[src/rtl/ascon_pack.sv]
// Shared types and constants for the ASCON-128 core: state array, round
// constants and the control FSM state encoding.
package ascon_pack;

  typedef logic [63:0] type_state [0:4];

  localparam logic [7:0] ROUND_CONSTANT [0:11] = '{
    8'hF0, 8'hE1, 8'hD2, 8'hC3, 8'hB4, 8'hA5,
    8'h96, 8'h87, 8'h78, 8'h69, 8'h5A, 8'h4B
  };

  // Round-counter values the FSM decodes; p^b rounds start at 6.
  localparam logic [3:0] CNT_LAST       = 4'd11;
  localparam logic [3:0] CNT_PT_CYPHER  = 4'd7;
  localparam logic [3:0] CNT_FIN_CYPHER = 4'd1;

  typedef enum logic [3:0] {
    IDLE,
    INIT_CONF,
    INIT_START,
    INIT_RUN,
    WAIT_AD,
    AD_START,
    AD_RUN,
    WAIT_PT,
    PT_START,
    PT_RUN,
    FIN_CONF,
    FIN_START,
    FIN_RUN,
    DONE
  } fsm_state_t;

endpackage

[src/rtl/ascon_state_machine.sv]
// Control FSM of the ASCON-128 encryption core: sequences init, one AD block,
// plaintext blocks and finalisation by strobing the datapath and counters.
module ascon_state_machine
  import ascon_pack::*;
#(
  parameter logic [3:0] LAST_BLOCK = 4'd5
) (
  input  logic       clock_i,
  input  logic       resetb_i,
  input  logic [3:0] counter_block_i,
  input  logic [3:0] counter_clock_i,
  input  logic       start_i,
  input  logic       data_valid_i,
  output logic       end_o,
  output logic       cypher_valid_o,
  output logic       data_sel_o,
  output logic       en_reg_state_o,
  output logic       en_xor_key_o,
  output logic       en_xor_key_end_o,
  output logic       en_xor_lsb_o,
  output logic       en_xor_data_o,
  output logic       en_cipher_o,
  output logic       en_tag_o,
  output logic       init_a_o,
  output logic       init_b_o,
  output logic       enable_clock_counter_o,
  output logic       enable_block_counter_o
);

  fsm_state_t state, next_state;

  // NOTE: sequential state uses non-blocking (<=) so every flop samples
  // pre-edge values; blocking here would create order-dependent races.
  always_ff @(posedge clock_i or negedge resetb_i) begin
    if (!resetb_i) state <= IDLE;
    else           state <= next_state;
  end

  always_comb begin
    // NOTE: every output and next_state gets a default first, so no branch
    // can leave one unassigned and infer a latch.
    next_state             = state;
    end_o                  = 1'b0;
    cypher_valid_o         = 1'b0;
    data_sel_o             = 1'b0;
    en_reg_state_o         = 1'b0;
    en_xor_key_o           = 1'b0;
    en_xor_key_end_o       = 1'b0;
    en_xor_lsb_o           = 1'b0;
    en_xor_data_o          = 1'b0;
    en_cipher_o            = 1'b0;
    en_tag_o               = 1'b0;
    init_a_o               = 1'b0;
    init_b_o               = 1'b0;
    enable_clock_counter_o = 1'b0;
    enable_block_counter_o = 1'b0;

    unique case (state)
      IDLE: begin
        if (start_i) next_state = INIT_CONF;
      end

      INIT_CONF: begin
        init_a_o               = 1'b1;
        enable_clock_counter_o = 1'b1;
        next_state             = INIT_START;
      end

      // First round takes the fresh init state from state_i, not the register.
      INIT_START: begin
        en_reg_state_o         = 1'b1;
        enable_clock_counter_o = 1'b1;
        next_state             = INIT_RUN;
      end

      INIT_RUN: begin
        data_sel_o             = 1'b1;
        en_reg_state_o         = 1'b1;
        enable_clock_counter_o = 1'b1;
        if (counter_clock_i == CNT_LAST) begin
          en_xor_key_end_o       = 1'b1;
          init_b_o               = 1'b1;
          enable_block_counter_o = 1'b1;
          next_state             = WAIT_AD;
        end
      end

      WAIT_AD: begin
        if (data_valid_i) next_state = AD_START;
      end

      AD_START: begin
        data_sel_o             = 1'b1;
        en_xor_data_o          = 1'b1;
        en_reg_state_o         = 1'b1;
        enable_clock_counter_o = 1'b1;
        next_state             = AD_RUN;
      end

      // Domain separation bit is applied after the last AD round.
      AD_RUN: begin
        data_sel_o             = 1'b1;
        en_reg_state_o         = 1'b1;
        enable_clock_counter_o = 1'b1;
        if (counter_clock_i == CNT_LAST) begin
          en_xor_lsb_o           = 1'b1;
          init_b_o               = 1'b1;
          enable_block_counter_o = 1'b1;
          next_state             = WAIT_PT;
        end
      end

      WAIT_PT: begin
        if (data_valid_i) begin
          if (counter_block_i == LAST_BLOCK) next_state = FIN_CONF;
          else                               next_state = PT_START;
        end
      end

      PT_START: begin
        data_sel_o             = 1'b1;
        en_xor_data_o          = 1'b1;
        en_cipher_o            = 1'b1;
        en_reg_state_o         = 1'b1;
        enable_clock_counter_o = 1'b1;
        next_state             = PT_RUN;
      end

      PT_RUN: begin
        data_sel_o             = 1'b1;
        en_reg_state_o         = 1'b1;
        enable_clock_counter_o = 1'b1;
        if (counter_clock_i == CNT_PT_CYPHER) cypher_valid_o = 1'b1;
        if (counter_clock_i == CNT_LAST) begin
          init_b_o               = 1'b1;
          enable_block_counter_o = 1'b1;
          next_state             = WAIT_PT;
        end
      end

      FIN_CONF: begin
        init_a_o   = 1'b1;
        next_state = FIN_START;
      end

      FIN_START: begin
        data_sel_o             = 1'b1;
        en_xor_data_o          = 1'b1;
        en_cipher_o            = 1'b1;
        en_xor_key_o           = 1'b1;
        en_reg_state_o         = 1'b1;
        enable_clock_counter_o = 1'b1;
        next_state             = FIN_RUN;
      end

      FIN_RUN: begin
        data_sel_o             = 1'b1;
        en_reg_state_o         = 1'b1;
        enable_clock_counter_o = 1'b1;
        if (counter_clock_i == CNT_FIN_CYPHER) cypher_valid_o = 1'b1;
        if (counter_clock_i == CNT_LAST) begin
          en_xor_key_end_o = 1'b1;
          en_tag_o         = 1'b1;
          next_state       = DONE;
        end
      end

      DONE: begin
        end_o = 1'b1;
        if (!start_i) next_state = IDLE;
      end

      default: next_state = IDLE;
    endcase
  end

endmodule

[config.mk]
export PLATFORM = sky130hd
export DESIGN_NAME = ascon_state_machine
export DESIGN_NICKNAME = d
export VERILOG_FILES = /design/src/rtl/ascon_pack.sv /design/src/rtl/ascon_state_machine.sv
export SDC_FILE = /design/constraint.sdc
export NUM_CORES = 1
export LEC_CHECK = 0
export ABC_AREA = 1
export CORE_MARGIN = 2
export CORE_UTILIZATION = 36
export DETAILED_ROUTE_END_ITERATION = 10
export PLACE_DENSITY = 0.78
export RECOVER_POWER = 25
export SKIP_CTS_REPAIR_TIMING = 1
export SLEW_MARGIN = 25
export SYNTH_ARGS = -nofsm -noshare
export SYNTH_HDL_FRONTEND = slang
export SYNTH_SLANG_ARGS = --single-unit
[constraint.sdc]
create_clock -name clock_i -period 1.4 [get_ports clock_i]
set_input_delay 0.14 -clock clock_i [delete_from_list [all_inputs] [get_ports clock_i]]
set_output_delay 0.14 -clock clock_i [all_outputs]
set_load 0.01 [all_outputs]
-- Word level (Yosys, flattened, before mapping)
Cells that the tools add are included.
- equality and inequality tests: 24
- multiplexer cells: 25
- reductions and logical operators: 11
- operator list (operator ; count):
    $pmux 4 s13 ; 1
    $eq 4x4->1 const B ; 7
    $mux 4 ; 7
    $eq 4x3->1 const B ; 6
    $mux 1 ; 15
    $ne 2x2->1 const B ; 6
    $reduce_or 9->1 ; 1
    $eq 4x1->1 const B ; 2
    $eq 4x2->1 const B ; 2
    $reduce_or 2->1 ; 4
    $reduce_or 8->1 ; 1
    $reduce_and 7->1 ; 1
    $reduce_or 7->1 ; 1
    $reduce_or 3->1 ; 2
    $logic_not 4->1 ; 1
    $mux 2 ; 1
    $ne 2x1->1 const B ; 1
    $pmux 1 s2 ; 1
- register bits after elaboration: 4
- bits of input ports: 12

-- Logic depth before layout (Yosys ltp)
Gate-level depths: netlist (run 1).
- depth in word-level cells: 4
- gate-level depth with buffers: 9

-- Worst setup path after synthesis (run 1)
No wires, ideal clock.
- kind: register to output
- from: reg state[2]
- to: out init_b_o
- arrival: 1.260 ns
- required time: 1.260 ns
- setup slack: 0.000 ns
- cell stages (with the launch flop): 9
- buffers on the path: 1
- cells stage by stage: dfrtp_1 inv_2 nor2_2 nand2_1 nand2_2 inv_1 a21o_1 inv_1 buf_4
- longest elaborated chain between the ends: 3
- elaborated cells between the ends (all ways): 5
- RTL lines (element ; line ; RTL):
    start, declared ; ascon_state_machine.sv:30 ; fsm_state_t state, next_state;
    start signal, assigned ; ascon_state_machine.sv:36 ; else state <= next_state;
    $eq 4x4->1, or another cell as far along ; n/a ;
    $reduce_or 3->1 (no line) * ; n/a ;
    $mux 1 * ; n/a ;
    end, declared ; ascon_state_machine.sv:25 ; output logic init_b_o,
Every way passes the cells marked *; elsewhere a longest branch is shown, timed or not.

-- Worst setup path in the final report (run 1)
- from: reg state[1]
- to: out en_reg_state_o
- longest elaborated chain between the ends: 3
- elaborated cells between the ends (all ways): 10
- RTL lines (element ; line ; RTL):
    $eq 4x4->1, or another cell as far along ; ascon_state_machine.sv:58 ; unique case (state)
    $reduce_or 8->1 (no line) * ; n/a ;
    $mux 1 * ; ascon_state_machine.sv:58 ;
    end, declared ; ascon_state_machine.sv:17 ; output logic en_reg_state_o,
Marked as above.

==> results of run 1 <==
==> layout by cell type (no fill, tap or decap), drive strengths merged <==
| cell type | netlist | layout |
|---|---|---|
| nand4 | 3 | 3 |
| nor3b | 1 | 1 |
| o22ai | 2 | 2 |
| o21ai | 4 | 4 |
| clkdlybuf4s50 | 0 | 10 |
| clkbuf | 0 | 6 |
| nand3 | 9 | 9 |
| a21oi | 6 | 6 |
| nand2 | 31 | 31 |
| nand3b | 1 | 1 |
| buf | 1 | 48 |
| dfrtp | 4 | 4 |
| nor2 | 17 | 17 |
| a21o | 1 | 1 |
| dlygate4sd3 | 0 | 1 |
| inv | 12 | 12 |
| or2 | 1 | 1 |
==> kinds of logic (layout without fill, tap and decap cells) <==
group | count (synthesis) | in the layout | synth area share [%]
buffers and inverters | 13 | 77 | 9.33
and+or+nand+nor | 63 | 63 | 57.8
AOI/OAI and AO/OA | 13 | 13 | 15.1
DFF | 4 | 4 | 17.8
==> stage by stage <==
step / cell area (µm²) / hold WS (ns)
final: 1230 / 0.179
after global routing: 1230 / 0.186
after CTS: 1040 / 0.105
after detailed placement: 1020 / 0.368
after global placement: 1020 / 0.357
after floorplan: 563 / -0.156
==> final timing paths <==
kind,to,slack [ns],depth (start not counted)
min in group clock_i,state[3]$_DFFE_PN0P_,0.58,2
hold / removal,state[2]$_DFFE_PN0P_,0.18,1
setup reg to reg,state[1]$_DFFE_PN0P_,-0.17,10
hold reg to reg,state[3]$_DFFE_PN0P_,0.58,2
max in group asynchronous,state[3]$_DFFE_PN0P_,1.00,1
setup / recovery,en_reg_state_o,-0.34,6
==> metal layers <==
layer / vias up / wire length (µm) / track usage, %
met5: - / 0 / 0
met2: 48 / 1360 / 33.5
li1: 438 / - / -
met1: 430 / 1070 / 25.8
met4: 0 / 53 / 13.9
met3: 6 / 150 / 5.00
==> critical path, cell delays in order, from the launching register on <==
cell	delay, ns
dfrtp_2	0.47
inv_2	0.09
buf_6	0.13
nand2_1	0.09
nor3b_4	0.23
nand4_1	0.15
buf_2	0.18
==> power groups by stage <==
stage | sequential (W) | clock (W) | combinational (W)
detailed placement | 0.000267 | 0 | 0.00166
CTS | 0.000268 | 0.000158 | 0.00167
global placement | 0.000262 | 0 | 0.00162
global route | 0.000320 | 0.000177 | 0.00230
finish | 0.000315 | 0.000164 | 0.00217
floorplan | 0.000251 | 0 | 0.000829
==> cell type report <==
class / count / area [µm²]
clock buffers: 3 / 22.5
inverters: 12 / 47.5
repair buffers: 62 / 520
multi-input cells: 76 / 518
flip-flops and latches: 4 / 105
well taps: 16 / 20.0
fillers: 98 / 255
==> metrics.md, run 1 <==
| Metric | Value |
|---|---|
| Total Wirelength | `2640 µm` |
| H-tree levels | `1` |
| Clock Skew | `0.00640 ns` |
| Post-synth top area cell | `dfrtp_1` |
| Drt drc | `0` |
| Pint | `0.00132 W` |
| Nets | `171` |
| Startpoint type of the worst setup path | `flop` |
| Mapped Avg Cell Area | `6.05 µm²` |
| Max-slew headroom at the worst pin | `84.1%` |
| Crit path time final | `1.74 ns` |
| Endpoints failing hold | `0` |
| Post-synth EDFFs | `0` |
| Clock sink total | `4` |
| Switching Share | `50.2%` |
| Overall power | `0.00265 W` |
| Clock share of power | `6.2%` |
| Antenna cells | `0` |
| Via count | `922` |
| Seq cells post-synth | `4` |
| Site row count | `14` |
| LEAKAGE | `0.649 nW` |
| Gpl congestion | `0.821` |
| Vias/cell | `5.33` |
| Ys async rst share | `100%` |
| Logic pwr share | `82.0%` |
| Net Switching | `0.00133 W` |
| CP endpoint kind | `primary output` |
| Die area | `1900 µm²` |
| Worst EP required | `1.26 ns` |
| Share of cells above drive strength 1 | `63.1%` |
| I/O pin cnt | `26` |
| Unrepaired setup endpoints after global routing | `true` |
| Setup ws final | `-0.339 ns` |
| FMAX | `0.575 GHz` |
| Max reg flops | `4` |
| Die X | `43.5 µm` |
| Largest net degree at the start of global routing | `8` |
| VDD IR max | `1.28 mV` |
| Worst setup path startpoint | `state[1]$_DFFE_PN0P_` |
| Mapped Nets | `105` |
| Top FF cell, synth | `dfrtp_1` |
| Antenna viol nets, final | `0` |
| Pwr dens | `2150 nW/µm²` |
| Register area share after synthesis | `17.8%` |
| Clock buffer depth | `2` |
| R2R Path Start | `state[0]$_DFFE_PN0P_` |
| Max Transition Viols Final | `0` |
| Final Util | `82.9%` |
| Post-DP HPWL | `1520 µm` |
| Vias in the first global route | `701` |
| Total number of yosys warnings | `0` |
| Setup TNS | `-3.29 ns` |
| Total congestion overflow | `0` |
| Clock slew at reported path FFs | `0.05 ns` |
| Largest register by flop count | `state` |
| Critical path fanouts, max | `5` |
| Worst EP arrival | `1.60 ns` |
| Failing checks | `negative setup slack` |
| Post-Layout Cell Count | `173` |
| Core Region | `1490 µm²` |
| Status | `finished with violations` |
| Avg WL per Cell | `15.2 µm` |
| Regs by FF count | `state: 4 flops` |
| First-pass GRT wire length | `2920 µm` |
| Cells after synthesis | `93` |
| Synth top cells by count | `nand2_1 (24), nor2_1 (10), nand3_1 (9), inv_1 (8), nor2_2 (6)` |
| Hold Crit Class | `input port to asynchronous set/reset pin` |
| Number of I/O port buffers | `25` |
| Number of max-cap violations | `0` |
| Pre-CTS WS | `-0.434 ns` |
| Worst-Margin Slew | `0.238 ns` |
| Die height | `43.5 µm` |
| Sequential Power Share | `11.9%` |
| CTS buffer count | `3` |
| 1st-pass router iterations | `5` |
| Area share of the largest cell type after synthesis | `17.8%` |
| # setup viols final | `18` |
| Area grow syn2layout | `119%` |
| CTS tree | `built` |
| All-Layer GR Usage | `21.3%` |
| Clock root cell | `clkbuf_4` |
| Initial drt markers | `19` |
| Mapped cell area | `563 µm²` |
| Cells after DPL | `159` |
| Most common cell in the netlist | `nand2_1` |
| Initial antenna violation count | `0` |
| Post-synth cell types | `21` |
| Post-route clock period utilization | `124%` |
| Synth area leaders | `dfrtp_1 (18%), nand2_1 (16%), nand3_1 (8.0%)` |
| Initial core utilization | `37.8%` |
| Worst skew pair latency | `0.26 ns` |
| Critical path type | `flop to primary output` |
No activity file was read; power rests on OpenSTA's default activity.
==> run 2, diff against run 1 <==
--- a/config.mk
+++ b/config.mk
@@ -6,11 +6,12 @@
 export NUM_CORES = 1
 export LEC_CHECK = 0
 export ABC_AREA = 1
-export CORE_MARGIN = 2
+export CORE_MARGIN = 1
 export CORE_UTILIZATION = 36
 export DETAILED_ROUTE_END_ITERATION = 10
 export PLACE_DENSITY = 0.78
 export RECOVER_POWER = 25
+export SETUP_SLACK_MARGIN = 0.3
 export SKIP_CTS_REPAIR_TIMING = 1
 export SLEW_MARGIN = 25
 export SYNTH_ARGS = -nofsm -noshare
==> metrics.md, run 2 (synthesized netlist as in run 1, its figures left out) <==
| Metric | Value |
|---|---|
| Status | `finished with violations` |
| Failing checks | `negative setup slack` |
| Clock slew at reported path FFs | `0.04 ns (about the same)` |
| Number of I/O port buffers | `25 (unchanged)` |
| Initial drt markers | `44 (+25)` |
| Hold Crit Class | `input port to asynchronous set/reset pin` |
| # setup viols final | `17 (-1)` |
| All-Layer GR Usage | `20.1% (-1.2 points)` |
| R2R cell count | `11 (+1)` |
| Die area | `1730 µm² (-9.0%)` |
| Crit path time final | `1.73 ns (-0.00678 ns)` |
| FMAX | `0.577 GHz (+0.39%)` |
| Post-route clock period utilization | `124% (-0.48 points)` |
| LEAKAGE | `0.620 nW (-4.4%)` |
| Setup ws final | `-0.333 ns (+0.00678 ns)` |
| Endpoints failing hold | `0 (unchanged)` |
| Cells after DPL | `151 (-5.0%)` |
| Die X | `41.5 µm (-4.6%)` |
| Unrepaired setup endpoints after global routing | `true` |
| Multi-input gate area in the final layout | `518 µm² (unchanged)` |
| Slowest cell on crit path | `dfrtp_2` |
| Die height | `41.5 µm (-4.6%)` |
| First-pass GRT wire length | `2820 µm (-3.3%)` |
| Clock buffer depth | `2 (unchanged)` |
| Clock sink total | `4 (unchanged)` |
| Worst skew pair latency | `0.23 ns (-0.03 ns)` |
| Initial core utilization | `40.7% (+2.9 points)` |
| Max Transition Viols Final | `0 (unchanged)` |
| Net Switching | `0.00126 W (-5.4%)` |
| Core Region | `1380 µm² (-7.1%)` |
| Most common cell after layout, fill and taps aside | `buf_4` |
| Fillers | `77 (-21%)` |
| Total Wirelength | `2450 µm (-7.1%)` |
| Pint | `0.00124 W (-6.3%)` |
| Nets | `168 (-1.8%)` |
| Via count | `920 (-0.22%)` |
| Antenna viol nets, final | `0 (unchanged)` |
| Final Util | `87.4% (+4.6 points)` |
| I/O pin cnt | `26 (unchanged)` |
| Number of max-cap violations | `0 (unchanged)` |
| Vias in the first global route | `698 (-0.43%)` |
| Drt drc | `0 (unchanged)` |
| Largest register by flop count | `state` |
| CTS tree | `built` |
| Sequential Power Share | `12.1% (+0.2 points)` |
| CTS buffer count | `3 (unchanged)` |
| Pwr dens | `2070 nW/µm² (-3.9%)` |
| Post-Layout Cell Count | `169 (-2.3%)` |
| Worst EP required | `1.51 ns (+0.25 ns)` |
| VDD IR max | `1.60 mV (+25%)` |
| Clock share of power | `5.6% (-0.6 points)` |
| Max reg flops | `4 (unchanged)` |
| CP endpoint kind | `flop` |
| Initial antenna violation count | `0 (unchanged)` |
| Post-DP HPWL | `1410 µm (-6.9%)` |
| Site row count | `13 (-1)` |
| Logic pwr share | `82.3% (+0.3 points)` |
| Area grow syn2layout | `115%` |
| Worst-Margin Slew | `0.281 ns (+0.0429 ns)` |
| Share of cells above drive strength 1 | `61.0% (-2.0 points)` |
| Crit-path max cell delay | `0.46 ns (about the same)` |
| Largest net degree at the start of global routing | `8 (unchanged)` |
| Most frequent cells in the layout | `buf_4 (28), nand2_1 (19), clkdlybuf4s50_1 (10), nor2_4 (9), buf_6 (9)` |
| Reg2Reg Capture Point | `state[3]$_DFFE_PN0P_` |
| Clock root cell | `clkbuf_4` |
| Regs by FF count | `state: 4 flops` |
| R2R Path Start | `state[0]$_DFFE_PN0P_` |
| Vias/cell | `5.44 (+2.1%)` |
| Avg WL per Cell | `14.5 µm (-4.9%)` |
| Max-slew headroom at the worst pin | `81.1% (-3.0 points)` |
| Worst EP arrival | `1.84 ns (+0.24 ns)` |
| Final Hold Slack | `0.181 ns (+0.00291 ns)` |
| Startpoint type of the worst setup path | `flop` |
| Crit-path cells | `buf_6 -> inv_2 -> nor2_4 -> nand2_2 -> nand2_2 -> buf_4 -> buf_4 -> o21ai_4 -> nand2_4 -> nand2_1 -> nand2_1` |
| Register area | `105 µm² (unchanged)` |
| Total congestion overflow | `0 (unchanged)` |
| Clock Skew | `0.00547 ns (-0.000924 ns)` |
| Gpl congestion | `0.852 (+3.8%)` |
| Antenna cells | `0 (unchanged)` |
| Critical path fanouts, max | `5 (unchanged)` |
| H-tree levels | `1 (unchanged)` |
| Switching Share | `50.5% (+0.24 points)` |
| R2R setup slack | `-0.33 ns (-0.16 ns)` |
| 1st-pass router iterations | `4 (-1)` |
| Critical path type | `flop to flop` |
[run 2: cell count changes in the layout (fill, tap and decap cells not counted), moves of 2 or more]
| cell | change |
|---|---|
| nand2_1 | +3 |
| inv_2 | -2 |
| buf_6 | -5 |
| inv_4 | +2 |
| nand2_4 | -3 |
| nor2_2 | -2 |
[run 2: how the worst max path moves through the flow]
stage                               from                endpoint  slack (ns)  depth (start not counted)
floorplan           state[2]$_DFFE_PN0P_                init_b_o         0.1                          8
global placement      counter_clock_i[3]                init_b_o       -0.35                          7
detailed placement    counter_clock_i[3]  enable_block_counter_o       -0.39                          7
CTS                 state[0]$_DFFE_PN0P_  enable_block_counter_o       -0.58                          8
global route        state[0]$_DFFE_PN0P_    state[3]$_DFFE_PN0P_       -0.38                         11
finish              state[0]$_DFFE_PN0P_    state[3]$_DFFE_PN0P_       -0.33                         11
[run 2: cell type report]
class | instances | share of cell area (%)
clock buffer | 3 | 1.86
inverter | 12 | 4.35
multi-input combinational | 76 | 42.9
sequential | 4 | 8.70
tap | 15 | 1.55
timing repair buffer | 59 | 40.7
[run 2: stage by stage]
stage                     setup TNS [ns]  setup slack (ns)  power (W)  area (µm²)
after detailed placement           -4.16            -0.392    0.00189        1010
after global placement             -3.65            -0.347    0.00186        1010
after global routing               -4.95            -0.378    0.00265        1210
final                              -3.97            -0.333    0.00250        1210
after CTS                          -7.36            -0.583    0.00204        1040
after floorplan                        0            0.0989    0.00120         614
[run 2: per-layer routing]
| metal | vias up | share of wire, % | track usage, % |
|---|---|---|---|
| li1 | 428 | - | - |
| met1 | 420 | 39 | 25.7 |
| met2 | 60 | 50 | 35.9 |
| met3 | 12 | 6.8 | 3.91 |
| met4 | 0 | 4.2 | 1.94 |
| met5 | - | 0 | 0 |
[run 2: power groups by stage]
stage | logic, W | clock network [W] | registers [W]
after floorplan | 0.000908 | 0 | 0.000294
after global placement | 0.00155 | 0 | 0.000315
after detailed placement | 0.00158 | 0 | 0.000319
after CTS | 0.00158 | 0.000146 | 0.000317
after global routing | 0.00219 | 0.000153 | 0.000305
final | 0.00206 | 0.000139 | 0.000303
[run 2: critical path, delay by kind of cell (launching register included)]
kind                   cells  cell delay, ns
buffers and inverters      4            0.51
AOI/OAI and AO/OA          1            0.22
and+or+nand+nor            6            0.44
DFF                        1            0.46
==> run 3, diff against run 2 <==
--- a/config.mk
+++ b/config.mk
@@ -11,7 +11,6 @@
 export DETAILED_ROUTE_END_ITERATION = 10
 export PLACE_DENSITY = 0.78
 export RECOVER_POWER = 25
-export SETUP_SLACK_MARGIN = 0.3
 export SKIP_CTS_REPAIR_TIMING = 1
 export SLEW_MARGIN = 25
 export SYNTH_ARGS = -nofsm -noshare
==> metrics.md, run 3 (synthesized netlist as in run 1, its figures left out) <==
| Metric | Value |
|---|---|
| LEAKAGE | `0.607 nW (-2.1%)` |
| Overall power | `0.00240 W (-3.8%)` |
| Critical path fanouts, max | `6 (+1)` |
| Placed inst area | `1000 µm² (-0.99%)` |
| Die X | `41.5 µm (unchanged)` |
| Total congestion overflow | `0 (unchanged)` |
| First-pass GRT wire length | `3230 µm (+14%)` |
| Site row count | `13 (unchanged)` |
| Gpl congestion | `0.863 (+1.2%)` |
| I/O pin cnt | `26 (unchanged)` |
| # setup viols final | `17 (unchanged)` |
| Drt drc | `0 (unchanged)` |
| Antenna cells | `0 (unchanged)` |
| Critical path type | `flop to primary output` |
| Regs by FF count | `state: 4 flops` |
| R2R setup slack | `-0.15 ns (+0.18 ns)` |
| Max Transition Viols Final | `0 (unchanged)` |
| CTS tree | `built` |
| Vias in the first global route | `776 (+11%)` |
| Total Wirelength | `2490 µm (+1.8%)` |
| Reg2Reg Capture Point | `state[2]$_DFFE_PN0P_` |
| Max-slew headroom at the worst pin | `82.7% (+1.6 points)` |
| Core Region | `1380 µm² (unchanged)` |
| Most frequent cells in the layout | `buf_4 (31), nand2_1 (18), clkdlybuf4s50_1 (10), nand3_1 (9)` |
| CP endpoint kind | `primary output` |
| Hold Crit Class | `input port to asynchronous set/reset pin` |
| Post-route clock period utilization | `122% (-1.7 points)` |
| Worst skew pair latency | `0.23 ns (about the same)` |
| R2R Path Start | `state[1]$_DFFE_PN0P_` |
| FMAX | `0.585 GHz (+1.4%)` |
| Most common cell after layout, fill and taps aside | `buf_4` |
| Worst-Margin Slew | `0.258 ns (-0.0228 ns)` |
| Initial antenna violation count | `0 (unchanged)` |
| Pwr dens | `2120 nW/µm² (+2.5%)` |
| Initial core utilization | `40.7% (unchanged)` |
| Number of I/O port buffers | `25 (unchanged)` |
| VDD IR max | `1.25 mV (-22%)` |
| Via count | `891 (-3.2%)` |
| 1st-pass router iterations | `4 (unchanged)` |
| Number of max-cap violations | `0 (unchanged)` |
| Clock Skew | `0.000413 ns (-0.00506 ns)` |
| Final Util | `82.1% (-5.3 points)` |
| Clock root cell | `clkbuf_4` |
| Largest net degree at the start of global routing | `8 (unchanged)` |
| CTS buffer count | `3 (unchanged)` |
| Antenna viol nets, final | `0 (unchanged)` |
| Clock sink total | `4 (unchanged)` |
| Share of cells above drive strength 1 | `58.4% (-2.6 points)` |
| Area grow syn2layout | `102%` |
| Nets | `168 (unchanged)` |
| Worst EP arrival | `1.57 ns (-0.27 ns)` |
| Clock buffer depth | `2 (unchanged)` |
| Avg WL per Cell | `14.8 µm (+1.8%)` |
| Status | `finished with violations` |
| Crit path time final | `1.71 ns (-0.0244 ns)` |
| Worst EP required | `1.26 ns (-0.25 ns)` |
| H-tree levels | `1 (unchanged)` |
| Endpoints failing hold | `0 (unchanged)` |
| Die height | `41.5 µm (unchanged)` |
| Failing checks | `negative setup slack` |
| Largest register by flop count | `state` |
| Post-DP HPWL | `1510 µm (+7.1%)` |
| Final non-filler cell area | `1130 µm² (-6.1%)` |
| Clock slew at reported path FFs | `0.04 ns (about the same)` |
| Vias/cell | `5.27 (-3.2%)` |
| Unrepaired setup endpoints after global routing | `true` |
| Startpoint type of the worst setup path | `flop` |
| All-Layer GR Usage | `23.7% (+3.6 points)` |
| Max reg flops | `4 (unchanged)` |
| Setup ws final | `-0.308 ns (+0.0244 ns)` |
| R2R cell count | `11 (unchanged)` |
| Die area | `1730 µm² (unchanged)` |
| Initial drt markers | `25 (-43%)` |
==> run 3: cell types whose count changed in the layout (fill, tap and decap cells not counted), sizes merged <==
cell | previous run | this run
buf | 44 | 40
clkbuf | 7 | 11
==> run 3: how the worst max path moves through the flow <==
stage | from | to | cells past startpoint
global route | state[0]$_DFFE_PN0P_ | data_sel_o | 6
CTS | state[3]$_DFFE_PN0P_ | init_b_o | 8
floorplan | state[2]$_DFFE_PN0P_ | init_b_o | 8
global placement | state[3]$_DFFE_PN0P_ | init_b_o | 8
finish | state[0]$_DFFE_PN0P_ | data_sel_o | 6
detailed placement | state[3]$_DFFE_PN0P_ | init_b_o | 8
==> run 3: area by class of cell <==
cell class / count / area, µm²
clock buffers: 3 / 22.5
fillers: 90 / 248
multi-input cells: 76 / 479
well taps: 15 / 18.8
repair buffers: 59 / 459
flip-flops and latches: 4 / 105
inverters: 12 / 50.0
==> run 3: worst max-delay path, stage by stage, from the launching register on <==
cell     delay [ns]
dfrtp_2        0.45
inv_1          0.13
nor2_4         0.06
buf_4          0.15
o21ai_1        0.24
nand3_1        0.14
buf_2          0.16
==> run 3: metrics by stage <==
step | hold slack [ns] | std cells | setup slack (ns) | setup TNS [ns]
CTS | 0.103 | 159 | -0.704 | -9.12
detailed placement | 0.353 | 156 | -0.451 | -5.48
floorplan | -0.156 | 93 | 0.000253 | 0
global route | 0.203 | 169 | -0.323 | -4.09
global placement | 0.352 | 156 | -0.376 | -4.53
finish | 0.187 | 169 | -0.308 | -3.02
==> run 3: report_power, final <==
part,internal [W],total [W],switching (W)
registers,0.000184,0.000311,0.000128
logic,0.000922,0.00195,0.00103
clock network,0.0000959,0.000143,0.0000471
total,0.00120,0.00240,0.00120
==> run 3: routing by layer <==
layer,global-route usage (%),share of wire [%],vias up
li1,-,-,423
met1,29.9,40,416
met4,6.45,0.80,0
met2,39.1,52,48
met3,6.96,6.9,4
met5,0,0,-
